--- src/rtl/usb_pkt_tx.sv ---
// UTMI transmit packet assembler: handshake (PID only) or data (PID, payload, CRC16) packets.
// Optional TxReady watchdog enabled by defining USB_PKT_TX_WDOG_EN.
module usb_pkt_tx #(
   parameter int IFG_CYCLES  = 96,
   parameter int WDOG_CYCLES = 4096
) (
   input  logic       clk,
   input  logic       rst,
   input  logic       send_i,
   input  logic [3:0] pid_i,
   input  logic       is_data_i,
   input  logic [9:0] len_i,
   input  logic [7:0] data_i,
   input  logic       data_valid_i,
   output logic       data_ready_o,
   output logic [7:0] DataOut_o,
   output logic       TxValid_o,
   input  logic       TxReady_i,
   output logic       busy_o,
   output logic       done_o,
   output logic       underrun_o,
   output logic       timeout_o
);

   localparam int GAP_W = $clog2(IFG_CYCLES + 1);

   typedef enum logic [2:0] {
      S_IDLE, S_PID, S_DATA, S_CRC_LO, S_CRC_HI, S_GAP
   } state_t;

   state_t             state;
   logic               is_data_q;
   logic [9:0]         len_q;
   logic [9:0]         rem;
   logic [15:0]        crc;
   logic [GAP_W-1:0]   gap_cnt;
   logic               done_q;
   logic               underrun_q;
   logic               timeout_q;

   logic [15:0]        crc_next;
   logic               pull_due;
   logic [7:0]         pull_byte;
   logic               active;
   logic               wd_fire;

   // CRC-16/USB, reflected form: one byte, LSb first.
   function automatic logic [15:0] crc16_upd(input logic [15:0] c, input logic [7:0] b);
      logic [15:0] r;
      r = c ^ {8'h00, b};
      for (int i = 0; i < 8; i++)
         r = r[0] ? ((r >> 1) ^ 16'hA001) : (r >> 1);
      return r;
   endfunction

   assign crc_next = crc16_upd(crc, DataOut_o);

   // A payload byte is due when the byte on the bus is accepted and another payload byte follows it.
   assign pull_due     = TxReady_i &&
                         ((state == S_PID  && is_data_q && len_q != 10'd0) ||
                          (state == S_DATA && rem != 10'd1));
   assign data_ready_o = pull_due && data_valid_i;
   assign pull_byte    = data_valid_i ? data_i : 8'h00;

   assign active = (state == S_PID) || (state == S_DATA) ||
                   (state == S_CRC_LO) || (state == S_CRC_HI);

`ifdef USB_PKT_TX_WDOG_EN
   localparam int WD_W = $clog2(WDOG_CYCLES + 1);
   logic [WD_W-1:0] wd_cnt;

   assign wd_fire = active && !TxReady_i && (wd_cnt == WD_W'(WDOG_CYCLES - 1));

   always_ff @(posedge clk or negedge rst) begin
      if (!rst)
         wd_cnt <= '0;
      else if (!active || TxReady_i)
         wd_cnt <= '0;
      else if (!wd_fire)
         wd_cnt <= wd_cnt + WD_W'(1);
   end
`else
   // No watchdog: wait for TxReady indefinitely; timeout never asserts.
   assign wd_fire = (WDOG_CYCLES < 0);
`endif

   always_ff @(posedge clk or negedge rst) begin
      if (!rst) begin
         state      <= S_IDLE;
         is_data_q  <= 1'b0;
         len_q      <= '0;
         rem        <= '0;
         crc        <= 16'hFFFF;
         gap_cnt    <= '0;
         DataOut_o  <= 8'h00;
         TxValid_o  <= 1'b0;
         done_q     <= 1'b0;
         underrun_q <= 1'b0;
         timeout_q  <= 1'b0;
      end else begin
         done_q <= 1'b0;
         if (wd_fire) begin
            TxValid_o <= 1'b0;
            timeout_q <= 1'b1;
            state     <= S_GAP;
         end else begin
            case (state)
               S_IDLE: begin
                  if (send_i) begin
                     is_data_q  <= is_data_i;
                     len_q      <= len_i;
                     DataOut_o  <= {~pid_i, pid_i};
                     TxValid_o  <= 1'b1;
                     crc        <= 16'hFFFF;
                     underrun_q <= 1'b0;
                     timeout_q  <= 1'b0;
                     state      <= S_PID;
                  end
               end
               S_PID: begin
                  if (TxReady_i) begin
                     if (!is_data_q) begin
                        TxValid_o <= 1'b0;
                        state     <= S_GAP;
                     end else if (len_q == 10'd0) begin
                        DataOut_o <= ~crc[7:0];
                        state     <= S_CRC_LO;
                     end else begin
                        DataOut_o <= pull_byte;
                        if (!data_valid_i) underrun_q <= 1'b1;
                        rem       <= len_q;
                        state     <= S_DATA;
                     end
                  end
               end
               S_DATA: begin
                  if (TxReady_i) begin
                     crc <= crc_next;
                     rem <= rem - 10'd1;
                     if (rem == 10'd1) begin
                        DataOut_o <= ~crc_next[7:0];
                        state     <= S_CRC_LO;
                     end else begin
                        DataOut_o <= pull_byte;
                        if (!data_valid_i) underrun_q <= 1'b1;
                     end
                  end
               end
               S_CRC_LO: begin
                  if (TxReady_i) begin
                     DataOut_o <= ~crc[15:8];
                     state     <= S_CRC_HI;
                  end
               end
               S_CRC_HI: begin
                  if (TxReady_i) begin
                     TxValid_o <= 1'b0;
                     state     <= S_GAP;
                  end
               end
               S_GAP: begin
                  // gap_cnt is zero on every entry since it is cleared on the way out.
                  if (gap_cnt == GAP_W'(IFG_CYCLES - 1)) begin
                     gap_cnt <= '0;
                     done_q  <= 1'b1;
                     state   <= S_IDLE;
                  end else begin
                     gap_cnt <= gap_cnt + GAP_W'(1);
                  end
               end
               default: state <= S_IDLE;
            endcase
         end
      end
   end

   assign busy_o     = (state != S_IDLE);
   assign done_o     = done_q;
   assign underrun_o = underrun_q;
   assign timeout_o  = timeout_q;

endmodule

--- config.mk ---
export PLATFORM = sky130hd
export DESIGN_NAME = usb_pkt_tx
export DESIGN_NICKNAME = d
export VERILOG_FILES = /design/src/rtl/usb_pkt_tx.sv
export SDC_FILE = /design/constraint.sdc
export NUM_CORES = 1
export LEC_CHECK = 0
export BUFFER_PORTS_ARGS = -buffer_cell sky130_fd_sc_hd__buf_2
export CAP_MARGIN = 10
export CORE_MARGIN = 5
export CORE_UTILIZATION = 55
export CTS_CLUSTER_DIAMETER = 40
export DETAILED_ROUTE_END_ITERATION = 6
export PLACE_DENSITY = 0.72
export REMOVE_ABC_BUFFERS = 1
export SYNTH_ARGS = -nofsm -noshare
export SYNTH_HDL_FRONTEND = slang
export SYNTH_SLANG_ARGS = --single-unit
--- constraint.sdc ---
create_clock -name clk -period 4.25 [get_ports clk]
set_input_delay 0.85 -clock clk [delete_from_list [all_inputs] [get_ports clk]]
set_output_delay 0.85 -clock clk [all_outputs]
set_load 0.1 [all_outputs]
Word level (Yosys, flattened, before mapping)
Cells that the tools add are included.
W data, S select, Z words.
- register bits: 58
- bits of input ports: 28
- logic and storage cells: 117
- add/subtract/negate cells: 2
- eq/ne operators: 19
- mux-type cells: 51
- bitwise operators: 13
- reduce and logical (&&, ||, !) cells: 22
- operators with widths (kind ; count):
    $mux W16 ; 10
    $mux W8 ; 8
    $mux W10 ; 4
    $pmux W16 S2 ; 1
    $pmux W8 S4 ; 1
    $mux W3 ; 8
    $not A2 Y3 ; 8
    $not A8 Y8 ; 3
    $ne A2 B2 Y1 const B ; 10
    $pmux W10 S2 ; 1
    $pmux W3 S6 ; 1
    $xor A16 B8 Y16 ; 1
    $mux W1 ; 14
    $reduce_and A7 Y1 ; 2
    $eq A10 B1 Y1 const B ; 1
    $logic_not A10 Y1 ; 1
    $ne A10 B1 Y1 const B ; 1
    $reduce_and A5 Y1 ; 2
    $reduce_bool A10 Y1 ; 1
    $sub A10 B1 Y10 const B ; 1
    $reduce_bool A3 Y1 ; 3
    $add A7 B1 Y7 const B ; 1
    $eq A7 B7 Y1 const B ; 1
    $mux W7 ; 1
    other kinds (14) ; 22

Longest topological paths before layout
Gate-level depths: netlist (run 1).
- word-level depth: 21
- mapped depth: 8
- depth with buffers taken out: 8

Least setup slack after synthesis (run 1)
No wires, ideal clock.
- path kind: input -> output
- from: input port data_valid_i
- to: output port data_ready_o
- arrival: 1.923 ns
- path slack: 1.477 ns
- stages: 2
- path buffers: 1
- cell sequence: clkbuf_1 > and3_1
- word-level cells in the longest chain between the ends: 1
- ends and longest elaborated chain (element ; RTL line ; text):
    from (decl) ; 14 ; input logic data_valid_i,
    $logic_and A1 B1 Y1 ; 62 ; assign data_ready_o = pull_due && data_valid_i;
    to (decl) ; 15 ; output logic data_ready_o,
Every way passes these cells.

Final worst setup path (run 1)
- from: register state[1]
- to: output port data_ready_o
- word-level cells in the longest chain between the ends: 6
- elaborated cells between the ends (all ways): 8
- ends and longest elaborated chain (element ; RTL line ; text):
    from (decl) ; 31 ; state_t state;
    from (signal assigned) ; 89 ; state <= S_IDLE;
    from (signal assigned) ; 105 ; state <= S_GAP;
    from (signal assigned) ; 117 ; state <= S_PID;
    $eq A3 B1 Y1 ; 60 ; ((state == S_PID && is_data_q && len_q != 10'd0) ||
    $logic_and A1 B1 Y1 (2 in a row) ; 60 ;
    $logic_or A1 B1 Y1 (*) ; 60 ;
    $logic_and A1 B1 Y1 (*) ; 59 ; assign pull_due = TxReady_i &&
    $logic_and A1 B1 Y1 (*) ; 62 ;
Mark *: on every way between the ends. The rest lies on a longest branch, timed or not.

==> results of run 1 <==
==> cells by family after synthesis <==
family	count (synthesis)
flops	58
buf+inv	30
xor+xnor	25
mux	17
compound gates	118
fa+ha+maj	3
simple gates	114
other cells	1
==> layer usage <==
metal / share of wire / GRT usage / wire (µm) / up-vias
met2: 0.47 / 0.335 / 3680 / 81
met1: 0.45 / 0.287 / 3540 / 1325
li1: - / - / - / 1381
met5: 0 / 0 / 0 / -
met3: 0.056 / 0.0605 / 436 / 13
met4: 0.019 / 0.102 / 146 / 0
==> cells in the mapped netlist, types with 7 or more instances <==
library cell / instances / area share
a21oi_1: 33 / 0.049
a31oi_1: 7 / 0.013
clkbuf_1: 14 / 0.016
dfrtp_1: 42 / 0.31
dfstp_2: 16 / 0.12
inv_1: 10 / 0.011
mux2_2: 13 / 0.043
nand2_1: 21 / 0.023
nor2_1: 49 / 0.055
nor3_1: 7 / 0.010
o21ai_0: 37 / 0.055
xnor2_1: 16 / 0.042
==> how the worst max path moves through the flow <==
stage                   from            to  slack [ns]  cells after the start
finish              state[1]  data_ready_o        0.90                      6
global route        state[1]  data_ready_o        0.80                      6
CTS                 state[1]  data_ready_o        0.92                      6
detailed placement  state[1]  data_ready_o        1.28                      6
global placement    state[1]  data_ready_o        1.30                      6
floorplan           state[2]  data_ready_o        1.07                      4
==> worst max-delay path, cell delays in order, from the launching register on <==
cell and delay [ns]:
dfrtp_1 0.67, or3b_1 0.40, buf_4 0.21, a21o_1 0.20, o21ai_0 0.09, and3_1 0.17, buf_2 0.42
==> power by group through the flow <==
stage          Sequential (µW)  Clock (µW)  Combinational [µW]
6_report                  1080         520                2210
5_1_grt                   1110         566                2400
4_1_cts                   1080         532                2200
3_5_place_dp              1080           0                2190
3_3_place_gp              1080           0                2160
2_1_floorplan             1400           0                1430
==> sequential cells by signal, indices dropped and copies added (netlist names) <==
register / cells
is_data_q: 1
crc: 16
state: 3
TxValid_o: 1
gap_cnt: 7
underrun_o: 1
done_o: 1
rem: 10
len_q: 10
DataOut_o: 8
==> metrics by stage <==
stage | cell area [µm²] | setup WS (ns)
after floorplan | 3280 | 1.07
after global placement | 3620 | 1.30
after detailed placement | 3620 | 1.28
after CTS | 3820 | 0.919
after global routing | 3820 | 0.800
final | 3820 | 0.900
==> layout make-up <==
| cell class | instances | area share |
|---|---|---|
| clock buffer | 13 | 0.0416 |
| clock inverter | 3 | 0.0105 |
| tap | 75 | 0.0246 |
| timing repair buffer | 46 | 0.0642 |
| multi-input combinational | 278 | 0.463 |
| sequential | 58 | 0.385 |
| inverter | 11 | 0.0108 |
==> flow_metrics.py, run 1 <==
metrics = {
    "global_route": {
        "grt_use_total": 0.218,
        "grt_pass1_vias": 2707,
        "grt_pass1_wl_mm": 12.9,
        "grt_max_degree": 59,
        "antenna_found_initial": 0,
        "grt_overflow_total": 0,
    },
    "timing": {
        "fmax_mhz": 299,
        "finalCriticalPeriod_ns": 3.35,
        "tightest_slew_ns": 0.829,
        "rsz0062_at_grt": "no",
        "hold_violations": 0,
        "finalHoldWorstSlack_ns": 0.480,
        "fin_setup_tns_ns": 0,
        "relSlewSlack": 0.445,
        "fin_crit_sh": 0.788,
        "setup_viol": 0,
        "maxSlewViolCount": 0,
        "finClkSkew_ns": 0.0116,
    },
    "setup_path": {
        "r2r_end": "DataOut_o[6]",
        "reg2regPathDepth": 7,
        "arrival_ns": 2.50,
        "critical_path_class": "reg -> out",
        "cp.required_ns": 3.40,
        "r2r-start": "state[1]",
        "crit_path_end_kind": "output pin",
        "worstPathMaxFanout": 22,
        "start_kind": "register",
        "reg2reg_slack_ns": 1.62,
    },
    "min_path": {
        "hold_class": "reg -> reg",
        "hold_start": "gap_cnt[4]",
        "min_to": "gap_cnt[4]",
        "min_path_cells": 1,
    },
    "final_layout": {
        "antennaDiodeCount": 0,
        "layout-drive-gt1-share": 0.252,
        "final_cell_mix": "nor2_1, dfrtp_1, buf_2",
        "final_nets": 435,
        "layout_commonest_cell": "nor2_1",
        "final_cells": 484,
        "seq_area_um2": 1470,
        "multi_input_area_um2": 1770,
        "final_util": 0.645,
        "area_growth_pct": 13.4,
        "fillers": 501,
    },
    "power": {
        "p_clk_frac": 0.137,
        "comb_power_share": 0.580,
        "power_frac_seq": 0.283,
        "vdd_drop_max_mv": 0.792,
        "p_per_area_nw_per_um2": 996,
        "p_sw_uw": 1790,
        "switching_share": 0.470,
        "power_leakage_uw": 0.00161,
        "intPower_uw": 2020,
        "finalPower_uw": 3800,
    },
    "routing": {
        "drc": 0,
        "drtAntennaViolNets": 0,
        "drt-initial-drc-count": 204,
        "wl_per_cell_um": 16.1,
        "routed_wirelength_mm": 7.80,
        "vias_per_cell": 5.79,
        "vias": 2800,
        "dr.pass1.iters": 4,
    },
    "clock_network": {
        "insertion_delay_ns": 0.34,
        "cts.path.max_buffers": 2,
        "cts_sinks": 58,
        "cts_tree": "built",
        "cts_root_buf": "clkbuf_8",
        "cts.repair.resized": 0,
        "holdBufCountCts": 0,
        "htreeDepth": 3,
        "cts_setup_buffers": 0,
        "cts.clk_slew.worst_paths_ns": 0.07,
        "cts_buffers": 9,
    },
    "synth": {
        "synth_fa_ha_area_frac": 0.0111,
        "synth_xor_area_frac": 0.0758,
        "async_flop_share": 1.00,
        "ys_seq_area_frac": 0.437,
        "synth_area_um2": 3370,
        "synth_seq_cells": 58,
        "ys_types": 59,
        "yosysWarnings": 0,
        "syn_area_per_cell_um2": 9.20,
        "synth_mux_area_frac": 0.0553,
        "synth-edff-count": 0,
        "synth_top_family_by_area": "compound AO/OA/AOI/OAI gates",
        "synth_compound_area_frac": 0.213,
        "synth_ff_type": "dfrtp_1",
        "synthSimpleGateAreaFrac": 0.168,
        "netlist_instances": 366,
    },
    "placed_design": {
        "dp.cells": 468,
        "place_congestion": 0.837,
        "dp_hpwl_mm": 5.47,
        "port_buffers": 40,
    },
    "floorplan": {
        "fp.dieH_um": 88.3,
        "core.rowCount": 28,
        "start_util": 0.569,
        "die_w_um": 88.3,
        "dieArea_um2": 7790,
        "ios": 42,
        "core_um2": 5920,
    },
    "run_status": {
        "outcome": "completed",
    },
    "run": {
        "drv_cap": 0,
    },
}
No activity file was read; power rests on OpenSTA's default activity.
==> inputs of run 2 (changes only) <==
--- a/config.mk
+++ b/config.mk
@@ -8,7 +8,7 @@
 export BUFFER_PORTS_ARGS = -buffer_cell sky130_fd_sc_hd__buf_2
 export CAP_MARGIN = 10
 export CORE_MARGIN = 5
-export CORE_UTILIZATION = 55
+export CORE_UTILIZATION = 52
 export CTS_CLUSTER_DIAMETER = 40
 export DETAILED_ROUTE_END_ITERATION = 6
 export PLACE_DENSITY = 0.72
==> constraint.sdc (replaced) <==
create_clock -name clk -period 2.8 [get_ports clk]
set_input_delay 0.56 -clock clk [delete_from_list [all_inputs] [get_ports clk]]
set_output_delay 0.56 -clock clk [all_outputs]
set_load 0.1 [all_outputs]
==> flow_metrics.py, run 2 (synthesized netlist as in run 1, its figures left out) <==
metrics = {
    "power": {
        "p_clk_frac": 0.163,
        "power_frac_seq": 0.277,
        "p_per_area_nw_per_um2": 1530,
        "switching_share": 0.456,
        "vdd_drop_max_mv": 1.16,
        "p_sw_uw": 2740,
        "comb_power_share": 0.560,
        "intPower_uw": 3280,
        "power_leakage_uw": 0.00167,
    },
    "global_route": {
        "grt_use_met3": 0.0483,
        "grt_pass1_wl_mm": 13.9,
        "grt_use_total": 0.209,
        "antenna_found_initial": 0,
        "grt_max_degree": 37,
        "grt_overflow_total": 0,
        "grt_busiest_layer": "met2",
        "globalRouteMet1Util": 0.264,
        "grt_pass1_vias": 2930,
        "use_met2": 0.342,
    },
    "final_layout": {
        "reg_top3": "crc (16), len_q (10), rem (10)",
        "area_growth_pct": 16.8,
        "final_nets": 439,
        "antennaDiodeCount": 0,
        "layout-drive-gt1-share": 0.266,
        "layout_commonest_cell": "nor2_1",
        "final_cell_mix": "nor2_1, dfrtp_1, buf_2",
        "top_register": "crc",
        "final_util": 0.623,
        "largest_reg_flops": 16,
    },
    "clock_network": {
        "cts_tree": "built",
        "cts_buffers": 9,
        "cts_root_buf": "clkbuf_8",
        "cts.path.max_buffers": 2,
        "insertion_delay_ns": 0.35,
        "cts_setup_buffers": 0,
        "cts.clk_slew.worst_paths_ns": 0.07,
        "cts.repair.resized": 0,
        "htreeDepth": 3,
        "holdBufCountCts": 0,
        "cts_sinks": 58,
    },
    "routing": {
        "dr.pass1.iters": 5,
        "wl_per_cell_um": 16.7,
        "drt-initial-drc-count": 195,
        "vias": 2873,
        "drc": 0,
        "routed_wirelength_mm": 8.17,
        "drtAntennaViolNets": 0,
        "vias_per_cell": 5.86,
    },
    "floorplan": {
        "start_util": 0.533,
        "fp.dieH_um": 90.5,
        "ios": 42,
        "die_w_um": 90.5,
        "core_um2": 6310,
        "core.rowCount": 29,
        "dieArea_um2": 8190,
    },
    "setup_path": {
        "worstPathMaxFanout": 6,
        "crit_path_end_kind": "output pin",
        "reg2regPathDepth": 7,
        "r2r-start": "state[1]",
        "r2r_end": "rem[3]",
        "critical_path_class": "reg -> out",
        "cp.required_ns": 2.24,
        "reg2reg_slack_ns": 0.50,
        "arrival_ns": 2.05,
        "start_kind": "register",
    },
    "timing": {
        "fin_setup_tns_ns": 0,
        "tightest_slew_ns": 0.764,
        "fin_crit_sh": 0.932,
        "fmax_mhz": 383,
        "finalCriticalPeriod_ns": 2.61,
        "rsz0062_at_grt": "no",
        "relSlewSlack": 0.489,
        "maxSlewViolCount": 0,
        "finClkSkew_ns": 0.0127,
        "setup_viol": 0,
        "hold_violations": 0,
    },
    "placed_design": {
        "place_congestion": 0.868,
        "port_buffers": 40,
        "dp_hpwl_mm": 5.93,
    },
    "min_path": {
        "hold_class": "in -> async",
    },
    "run_status": {
        "outcome": "completed",
    },
    "run": {
        "drv_cap": 0,
    },
}
-- run 2: layer usage --
layer / vias up / share of wire
met4: 0 / 0.018
li1: 1398 / -
met2: 113 / 0.48
met5: - / 0
met1: 1347 / 0.43
met3: 15 / 0.071
-- run 2: worst max-delay path by stage --
stage,startpoint,endpoint,slack [ns],cells after the start
after floorplan,state[2],data_ready_o,-0.09,4
final,rem[4],data_ready_o,0.19,7
after CTS,state[0],data_ready_o,0.11,5
after global placement,state[0],data_ready_o,0.53,5
after detailed placement,state[0],data_ready_o,0.46,5
after global routing,state[0],data_ready_o,0.04,5
-- run 2: cell type report --
| type | count | area (µm²) |
|---|---|---|
| Inverter | 11 | 41.3 |
| Timing Repair Buffer | 50 | 303 |
| Clock inverter | 5 | 100 |
| Fill cell | 558 | 2380 |
| Tap cell | 77 | 96.3 |
| Sequential cell | 58 | 1470 |
| Clock buffer | 11 | 151 |
| Multi-Input combinational cell | 278 | 1770 |
-- run 2: worst max-delay path, cell delays in order, from the launching register on --
cell and delay, ns:
dfrtp_1 0.45, nor4_2 0.24, buf_4 0.17, and2_2 0.19
a21o_1 0.15, o21ai_0 0.11, and3_1 0.23, buf_12 0.17
-- run 2: metrics by stage --
stage               worst slack, ns  total power [µW]  hold WS (ns)  area, µm²  std cells
floorplan                   -0.0860              4300         0.264       3280        347
global placement              0.532              4970         0.460       3680        474
detailed placement            0.465              5030         0.480       3680        474
CTS                           0.105              6030         0.216       3930        490
global route                 0.0441              6440         0.248       3930        490
finish                        0.190              6020         0.209       3930        490
-- run 2: power groups by stage --
stage / sequential (µW) / clock, µW / combinational (µW)
after floorplan: 2130 / 0 / 2170
after global placement: 1660 / 0 / 3310
after detailed placement: 1680 / 0 / 3360
after CTS: 1660 / 993 / 3380
after global routing: 1730 / 1030 / 3680
final: 1670 / 981 / 3370
